### src/rtl/microwave_pkg.sv
// -----------------------------------------------------------------------------
// microwave_pkg
// Shared definitions for the microwave controller: FSM state encoding and the
// default countdown / beeper timing used when the top is instantiated without
// overrides.
// -----------------------------------------------------------------------------
package microwave_pkg;

    // Controller states.
    typedef enum logic [1:0] {
        S_IDLE    = 2'd0,
        S_COOKING = 2'd1,
        S_PAUSED  = 2'd2,
        S_DONE    = 2'd3
    } state_t;

    // Clock cycles per countdown second.
    localparam int unsigned DEFAULT_TICK_DIV = 50_000_000;

    // Clock cycles the end-of-cook beeper stays on.
    localparam int unsigned DEFAULT_BEEP_LEN = 100_000_000;

endpackage : microwave_pkg

### src/rtl/tick_gen.sv
// -----------------------------------------------------------------------------
// tick_gen
// Countdown prescaler. Counts 0..TICK_DIV-1 while `run` is high and wraps to
// 0; holds its value while `run` is low so a paused cook resumes the partial
// second. `zero_cnt` restarts the second from 0.
//
// Ports
//   clock    : rising-edge clock
//   clearn   : synchronous active-low reset, clears the count
//   run      : advance the count this cycle
//   zero_cnt : force the count back to 0 (wins over run)
//   tick     : high in the cycle whose edge wraps the count (run && at last)
// -----------------------------------------------------------------------------
module tick_gen
    import microwave_pkg::*;
#(
    parameter int unsigned TICK_DIV = DEFAULT_TICK_DIV
) (
    input  logic clock,
    input  logic clearn,
    input  logic run,
    input  logic zero_cnt,
    output logic tick
);

    localparam int unsigned CNT_W = $clog2(TICK_DIV);
    localparam logic [CNT_W-1:0] LAST = CNT_W'(TICK_DIV - 1);

    logic [CNT_W-1:0] cnt;

    // Combinational decode; the consumer registers it into its own output.
    assign tick = run && (cnt == LAST);

    // NOTE: state registers use non-blocking assignments so every flop samples
    // pre-edge values regardless of statement or block ordering.
    always_ff @(posedge clock) begin
        if (!clearn) begin
            cnt <= '0;
        end else if (zero_cnt) begin
            cnt <= '0;
        end else if (run) begin
            cnt <= (cnt == LAST) ? '0 : cnt + CNT_W'(1);
        end
    end

endmodule : tick_gen

### src/rtl/microwave_control.sv
// -----------------------------------------------------------------------------
// microwave_control
// Microwave oven controller. Drives an external mm:ss BCD countdown timer
// (load / clear / enable) from keypad, start, stop and door inputs, switches
// the magnetron, and sounds the beeper when the timer reaches 00:00.
//
// Ports
//   clock        : rising-edge clock
//   clearn       : synchronous active-low reset
//   startn       : active-low start / resume level
//   stopn        : active-low pause / cancel level
//   door_closed  : 1 = door closed
//   key_valid    : one-cycle pulse, keypad digit present on the timer bus
//   timer_zero   : timer reads 00:00
//   timer_loadn  : active-low digit load strobe to the timer
//   timer_clearn : active-low clear to the timer
//   timer_enable : one-cycle countdown strobe to the timer
//   mag_on       : magnetron and lamp drive
//   done         : end-of-cook beeper drive
// -----------------------------------------------------------------------------
module microwave_control
    import microwave_pkg::*;
#(
    parameter int unsigned TICK_DIV = DEFAULT_TICK_DIV,
    parameter int unsigned BEEP_LEN = DEFAULT_BEEP_LEN
) (
    input  logic clock,
    input  logic clearn,
    input  logic startn,
    input  logic stopn,
    input  logic door_closed,
    input  logic key_valid,
    input  logic timer_zero,
    output logic timer_loadn,
    output logic timer_clearn,
    output logic timer_enable,
    output logic mag_on,
    output logic done
);

    localparam int unsigned BEEP_W = (BEEP_LEN > 1) ? $clog2(BEEP_LEN) : 1;
    localparam logic [BEEP_W-1:0] BEEP_LAST = BEEP_W'(BEEP_LEN - 1);

    state_t            state;
    logic [BEEP_W-1:0] beep_cnt;
    logic              tick;
    logic              pre_run;
    logic              pre_zero;

    // The prescaler only advances in a cycle that stays in COOKING, so a
    // pause or the final second never consumes a partial count.
    assign pre_run  = (state == S_COOKING) && door_closed && stopn && !timer_zero;
    // Every fresh cook starts a whole second; PAUSED keeps the partial one.
    assign pre_zero = (state == S_IDLE) || (state == S_DONE);

    tick_gen #(
        .TICK_DIV (TICK_DIV)
    ) u_tick_gen (
        .clock    (clock),
        .clearn   (clearn),
        .run      (pre_run),
        .zero_cnt (pre_zero),
        .tick     (tick)
    );

    always_ff @(posedge clock) begin
        if (!clearn) begin
            state        <= S_IDLE;
            beep_cnt     <= '0;
            timer_loadn  <= 1'b1;
            timer_clearn <= 1'b0;   // clear the timer together with us
            timer_enable <= 1'b0;
            mag_on       <= 1'b0;
            done         <= 1'b0;
        end else begin
            // NOTE: the strobe outputs get an inactive default here and are
            // overridden below, so each pulse lasts exactly one cycle.
            timer_loadn  <= 1'b1;
            timer_clearn <= 1'b1;
            timer_enable <= 1'b0;

            unique case (state)
                S_IDLE: begin
                    if (key_valid) begin
                        timer_loadn <= 1'b0;
                    end
                    if (!stopn) begin
                        timer_clearn <= 1'b0;
                    end else if (!startn && door_closed && !timer_zero) begin
                        state  <= S_COOKING;
                        mag_on <= 1'b1;
                    end
                end

                S_COOKING: begin
                    if (timer_zero) begin
                        state    <= S_DONE;
                        mag_on   <= 1'b0;
                        done     <= 1'b1;
                        beep_cnt <= '0;
                    end else if (!door_closed || !stopn) begin
                        state  <= S_PAUSED;
                        mag_on <= 1'b0;
                    end else begin
                        timer_enable <= tick;
                    end
                end

                S_PAUSED: begin
                    if (!stopn) begin
                        state        <= S_IDLE;
                        timer_clearn <= 1'b0;
                    end else if (!startn && door_closed) begin
                        state  <= S_COOKING;
                        mag_on <= 1'b1;
                    end
                end

                S_DONE: begin
                    if (!door_closed || !stopn || (beep_cnt == BEEP_LAST)) begin
                        state <= S_IDLE;
                        done  <= 1'b0;
                    end else begin
                        beep_cnt <= beep_cnt + BEEP_W'(1);
                    end
                end

                default: begin
                    state  <= S_IDLE;
                    mag_on <= 1'b0;
                    done   <= 1'b0;
                end
            endcase
        end
    end

endmodule : microwave_control
### config.mk
export PLATFORM = sky130hd
export DESIGN_NAME = microwave_control
export DESIGN_NICKNAME = d
export VERILOG_FILES = /design/src/rtl/microwave_pkg.sv /design/src/rtl/tick_gen.sv /design/src/rtl/microwave_control.sv
export SDC_FILE = /design/constraint.sdc
export NUM_CORES = 1
export LEC_CHECK = 0
export CAP_MARGIN = 20
export CELL_PAD_IN_SITES_DETAIL_PLACEMENT = 1
export CELL_PAD_IN_SITES_GLOBAL_PLACEMENT = 1
export CORE_MARGIN = 2
export CORE_UTILIZATION = 25
export CTS_CLUSTER_SIZE = 28
export DETAILED_ROUTE_END_ITERATION = 6
export HOLD_SLACK_MARGIN = 0.15
export PLACE_DENSITY_LB_ADDON = 0.1
export SLEW_MARGIN = 20
export SYNTH_ARGS = -nofsm -noshare
export SYNTH_HDL_FRONTEND = slang
export SYNTH_HIERARCHICAL = 1
export SYNTH_SLANG_ARGS = --single-unit
### constraint.sdc
create_clock -name clock -period 7.4 [get_ports clock]
set_clock_uncertainty 0.1 [all_clocks]
set_input_delay 1.48 -clock clock [delete_from_list [all_inputs] [get_ports clock]]
set_output_delay 1.48 -clock clock [all_outputs]
set_load 0.005 [all_outputs]
==> flow_metrics.py, run 1 <==
metrics = {
    "cells_and_area": {
        "utilization_pct": 30.5,
        "syn_to_final_growth_pct": 18.6,
        "final_nets": 396,
        "diodes": 0,
        "drive_gt1_share_pct": 8.03,
    },
    "setup_path": {
        "r2r_setup_slack_ps": 4120,
        "cp-end-kind": "flip-flop",
        "crit_path_max_fanout": 14,
        "rr_startpoint": "state[1]",
        "rr_endpoint": "u_tick_gen/cnt[25]",
        "path_class": "in -> reg",
        "critPathArrivalTime_ps": 4430,
        "cp.required_ps": 7570,
        "reg2reg_depth": 8,
        "worstSetupStartpointType": "input pin",
    },
    "power": {
        "finalPower_uw": 918,
        "p_leak_uw": 0.00119,
        "vdd_drop_max_uv": 87.5,
        "powerDensity_mw_per_mm2": 249,
    },
    "global_route": {
        "use_met1_pct": 19.6,
        "antenna_found_initial": 0,
        "use_met2_pct": 21.9,
        "overflow": 0,
        "grt_pass1_vias": 2773,
        "use_met3_pct": 3.82,
        "grt_most_used_layer": "met2",
        "grt_max_degree": 18,
        "grt_pass1_wl_um": 14700,
        "grt_usage_pct": 14.5,
    },
    "clock_tree": {
        "cts_hold_buf": 0,
        "postCtsSetupBuffers": 0,
        "cts_made_buffers": 9,
        "clk_pin_slew_ps": 50,
        "clockBufferDepth": 2,
        "cts_resized": 0,
        "worstSkewPairLatency_ps": 330,
        "cts_max_level": 3,
        "root_buffer": "clkbuf_16",
        "cts_sinks": 60,
        "cts_tree": "built",
    },
    "floorplan": {
        "dieArea_mm2": 0.0133,
        "die_height_um": 115,
        "io_pins": 12,
        "fp-row-count": 40,
        "fp.coreArea_mm2": 0.0121,
        "dieWidth_um": 115,
        "start_util_pct": 25.8,
    },
    "routing": {
        "drt_first_pass_iters": 4,
        "viasPerCell": 5.02,
        "drtAntennaViolNets": 0,
        "drcViolationCount": 0,
        "drt_iter0_markers": 137,
        "wl_per_cell_um": 15.8,
        "num_vias": 2779,
        "drt_wl_total_um": 8760,
    },
    "timing": {
        "layout_min_cycle_time_ps": 4260,
        "tightest_slew_ps": 815,
        "clock.fmax_mhz": 235,
        "drv_slew": 0,
        "rsz0062_at_grt": "false",
        "setup-tns-final_ps": 0,
        "relSlewSlack_pct": 45.5,
        "hold_viol": 0,
        "fin_crit_sh_pct": 57.6,
        "finalSetupViolCount": 0,
    },
    "placed_design": {
        "dp_hpwl_um": 6260,
        "gp_congestion": 0.734,
        "io_buffers": 11,
    },
    "worst_hold_path": {
        "holdPathEnd": "u_tick_gen/cnt[25]",
        "hold_depth": 2,
        "worstHoldStart": "u_tick_gen/cnt[25]",
        "hold_path_class": "reg -> reg",
    },
    "logic_synthesis": {
        "synth_nets": 383,
        "synth_edf_count": 0,
        "syn-cell-area_mm2": 0.00311,
        "synthTopCellsByArea": "dfxtp_1 (39%), nor2_1 (5.0%), a21oi_1 (4.2%)",
        "yosysWarnings": 6,
        "yosysTopAreaCellShare_pct": 38.7,
        "synth.distinct_cells": 58,
        "synth_top_area_cell": "dfxtp_1",
        "synth_area_per_cell_um2": 8.44,
        "postSynth.asyncResetShare_pct": 0,
        "ys_seq_elements": 60,
        "ys_seq_area_share_pct": 38.7,
        "ys.flop_type": "dfxtp_1",
        "synthCells": 368,
    },
    "run": {
        "maxCapViolations": 0,
    },
    "outcome": {
        "status": "completed",
    },
}
## registers in the layout (all words and copies together), names as in the netlist
name	flops
beep_cnt	27
u_tick_gen/cnt	26
state	2
done	1
mag_on	1
timer_clearn	1
timer_enable	1
timer_loadn	1
## through the flow
stage	std cells	cell area, um2	setup slack (ps)	hold slack (ps)
after global placement	538	3370	2890	380
after detailed placement	538	3370	2830	392
final	554	3680	3140	400
after CTS	554	3680	3110	404
after global routing	554	3680	2950	432
after floorplan	368	3110	3830	352
## metal layers
layer  part of all wire [%]  routed length [um]  vias to the layer above
met5                      0                   0                        -
met4                    1.5                 131                        0
met3                    2.8                 245                        9
met2                     45                3960                       29
met1                     51                4420                     1344
li1                       -                   -                     1397
## final cells by class
| type | count | area [um2] |
|---|---|---|
| fill | 1415 | 8380 |
| multi-input combinational | 283 | 1770 |
| sequential | 60 | 1200 |
| clock buffer | 12 | 246 |
| tap | 168 | 210 |
| timing repair buffer | 14 | 133 |
| clock inverter | 4 | 72.6 |
| inverter | 13 | 48.8 |
## critical path: stages
cell and delay (ps):
clkdlybuf4s50_1 490, nand2b_1 220, nor2_1 640, nand4_2 360
or4_4 610, or4_1 490, a21oi_1 150
## worst max path at each step
stage | endpoint | start | slack (ps) | cells after the start
final | u_tick_gen/cnt[25] | timer_zero | 3140 | 7
after global routing | u_tick_gen/cnt[25] | stopn | 2950 | 7
after CTS | u_tick_gen/cnt[25] | timer_zero | 3110 | 7
after detailed placement | u_tick_gen/cnt[25] | timer_zero | 2830 | 7
after global placement | u_tick_gen/cnt[25] | timer_zero | 2890 | 7
after floorplan | u_tick_gen/cnt[25] | timer_zero | 3830 | 6
## kinds of logic after synthesis
group,Yosys count,share of synthesized area [%]
simple gates,168,29.8
buf+inv,25,4.43
xor+xnor,18,5.07
fa+ha+maj,8,3.22
mux,3,0.967
compound gates,86,17.8
flops,60,38.7
## cell usage after synthesis (all sizes together) (2+ instances only)
cell type,count
a211oi,2
a21o,2
a21oi,26
a31oi,7
a41oi,2
and3,7
and4,5
buf,8
clkbuf,4
dfxtp,60
ha,8
inv,13
mux2i,3
nand2,24
nand2b,4
nand3,23
nand3b,3
nand4,19
nor2,41
nor3,6
nor4,7
o211ai,5
o21ai,17
o22a,2
o31ai,14
or2,3
or3,10
or4,8
or4b,2
xnor2,6
xor2,12
## where the power goes
part / internal (uW) / switching [uW] / leakage (uW)
combinational: 49.0 / 74.4 / 0.000550
sequential: 333 / 7.09 / 0.000484
clock: 303 / 151 / 0.000153
## cells in the final DEF, fill, tap and decap left out, types with 3 or more instances in the layout
master	instances
clkdlybuf4s50_1	11
nand4_1	17
nor3_1	6
nor2_1	41
ha_1	8
or3_1	9
inv_1	13
nor4_1	7
buf_4	3
or4_1	6
nand3b_1	3
nand2b_1	4
a21oi_1	26
o211ai_1	5
o31ai_1	13
dfxtp_1	60
mux2i_1	3
and4_1	3
a31oi_1	7
xnor2_1	6
o21ai_0	14
xor2_1	12
nand3_1	22
and3_1	5
clkbuf_16	9
nand2_1	24
o21ai_1	3
Note: power is estimated with default switching activity, not from simulation.
==> run 2, diff against run 1 <==
==> constraint.sdc (replaced) <==
create_clock -name clock -period 3.75 [get_ports clock]
set_clock_uncertainty 0.1 [all_clocks]
set_input_delay 0.75 -clock clock [delete_from_list [all_inputs] [get_ports clock]]
set_output_delay 0.75 -clock clock [all_outputs]
set_load 0.005 [all_outputs]
==> flow_metrics.py, run 2 (same netlist as run 1, synthesis figures left out) <==
metrics = {
    "routing": {
        "viasPerCell": 4.99,
        "drt_first_pass_iters": 4,
        "drt_wl_total_um": 8870,
        "num_vias": 2808,
        "drcViolationCount": 0,
        "wl_per_cell_um": 15.8,
        "drt_iter0_markers": 146,
        "drtAntennaViolNets": 0,
    },
    "timing": {
        "finalSetupViolCount": 0,
        "setup-tns-final_ps": 0,
        "rsz0062_at_grt": "false",
        "fin_crit_sh_pct": 79.7,
        "whs_ps": 393,
        "drv_slew": 0,
        "clock.fmax_mhz": 334,
        "relSlewSlack_pct": 64.2,
        "hold_viol": 0,
        "layout_min_cycle_time_ps": 2990,
        "tightest_slew_ps": 536,
    },
    "cells_and_area": {
        "final_nets": 405,
        "mostFrequentLayoutCells": "dfxtp_1 (60), nor2_1 (41), a21oi_1 (26)",
        "reg.largest.list": "beep_cnt: 27 flops, u_tick_gen/cnt: 26 flops, state: 2 flops",
        "final_common_cell": "dfxtp_1",
        "syn_to_final_growth_pct": 20.6,
        "n_fill_cell": 1443,
        "diodes": 0,
        "largest_register_ff_count": 27,
        "regMostFlops": "beep_cnt",
        "drive_gt1_share_pct": 10.6,
    },
    "floorplan": {
        "fp-row-count": 40,
        "dieArea_mm2": 0.0133,
        "io_pins": 12,
        "start_util_pct": 25.8,
        "fp.coreArea_mm2": 0.0121,
        "die_height_um": 115,
        "dieWidth_um": 115,
    },
    "setup_path": {
        "cp-startpoint": "stopn",
        "r2r_setup_slack_ps": 1070,
        "rr_startpoint": "state[1]",
        "rr_endpoint": "u_tick_gen/cnt[25]",
        "path_class": "in -> reg",
        "cp-end-kind": "flip-flop",
        "crit_path_max_fanout": 14,
        "critPathArrivalTime_ps": 3150,
        "reg2reg_depth": 8,
        "worstSetupStartpointType": "input pin",
        "cp.required_ps": 3910,
    },
    "placed_design": {
        "io_buffers": 11,
        "gp_congestion": 0.765,
        "dp_hpwl_um": 6520,
    },
    "clock_tree": {
        "cts_made_buffers": 9,
        "worstSkewPairLatency_ps": 330,
        "clk_pin_slew_ps": 50,
        "cts_sinks": 60,
        "cts_max_level": 3,
        "postCtsSetupBuffers": 0,
        "cts_resized": 0,
        "root_buffer": "clkbuf_16",
        "clockBufferDepth": 2,
        "cts_tree": "built",
        "cts_hold_buf": 0,
    },
    "worst_hold_path": {
        "hold_path_class": "reg -> reg",
        "hold_depth": 2,
        "worstHoldStart": "u_tick_gen/cnt[25]",
        "holdPathEnd": "u_tick_gen/cnt[25]",
    },
    "run": {
        "maxCapViolations": 0,
    },
    "global_route": {
        "antenna_found_initial": 0,
        "grt_pass1_vias": 2836,
        "overflow": 0,
        "grt_pass1_wl_um": 14900,
        "grt_max_degree": 19,
        "grt_usage_pct": 14.5,
    },
    "power": {
        "vdd_drop_max_uv": 213,
        "powerDensity_mw_per_mm2": 477,
        "p_leak_uw": 0.00123,
    },
    "outcome": {
        "status": "completed",
    },
}
[run 2: changes by cell type in the layout (fill, tap and decap cells not counted), sizes merged]
cell / delta
clkbuf: -1
clkinv: +2
bufinv: -1
buf: +9
[run 2: report_power, final]
group / internal (uW) / switching (uW)
Clock: 551 / 307
Sequential: 657 / 14.3
Combinational: 108 / 148
[run 2: area by class of cell]
type	count	area (um2)	share of cell area, %
multi-input combinational	283	1770	47.3
sequential	60	1200	32.1
clock buffer	11	253	6.75
tap	168	210	5.61
timing repair buffer	23	200	5.34
clock inverter	5	60.1	1.60
inverter	13	48.8	1.30
[run 2: critical path: stages]
cell and delay (ps):
clkdlybuf4s50_1 540, nand2_1 160, nor2_1 280, nand4_2 240
or4_4 550, or4_1 490, a21oi_1 140
[run 2: stage by stage]
step	std cells	setup slack [ps]	total power (uW)	util (%)	cell area [um2]
floorplan	368	907	836	-	3110
global placement	547	481	946	28.5	3430
detailed placement	547	449	944	28.5	3430
CTS	563	752	1820	31.1	3750
global route	563	621	1880	31.1	3750
finish	563	760	1790	31.1	3750
[run 2: worst max-delay path by stage]
stage,end,slack (ps),depth (start not counted)
after CTS,u_tick_gen/cnt[25],750,7
after global placement,u_tick_gen/cnt[25],480,7
after floorplan,u_tick_gen/cnt[25],910,6
after detailed placement,u_tick_gen/cnt[25],450,7
after global routing,u_tick_gen/cnt[25],620,7
final,u_tick_gen/cnt[25],760,7
[run 2: per-layer routing]
layer	track usage (%)	wire, um	vias to the layer above
met4	5.46	127	0
met2	22.1	3880	29
met3	3.24	234	9
li1	-	-	1410
met5	0	0	-
met1	20.1	4630	1360
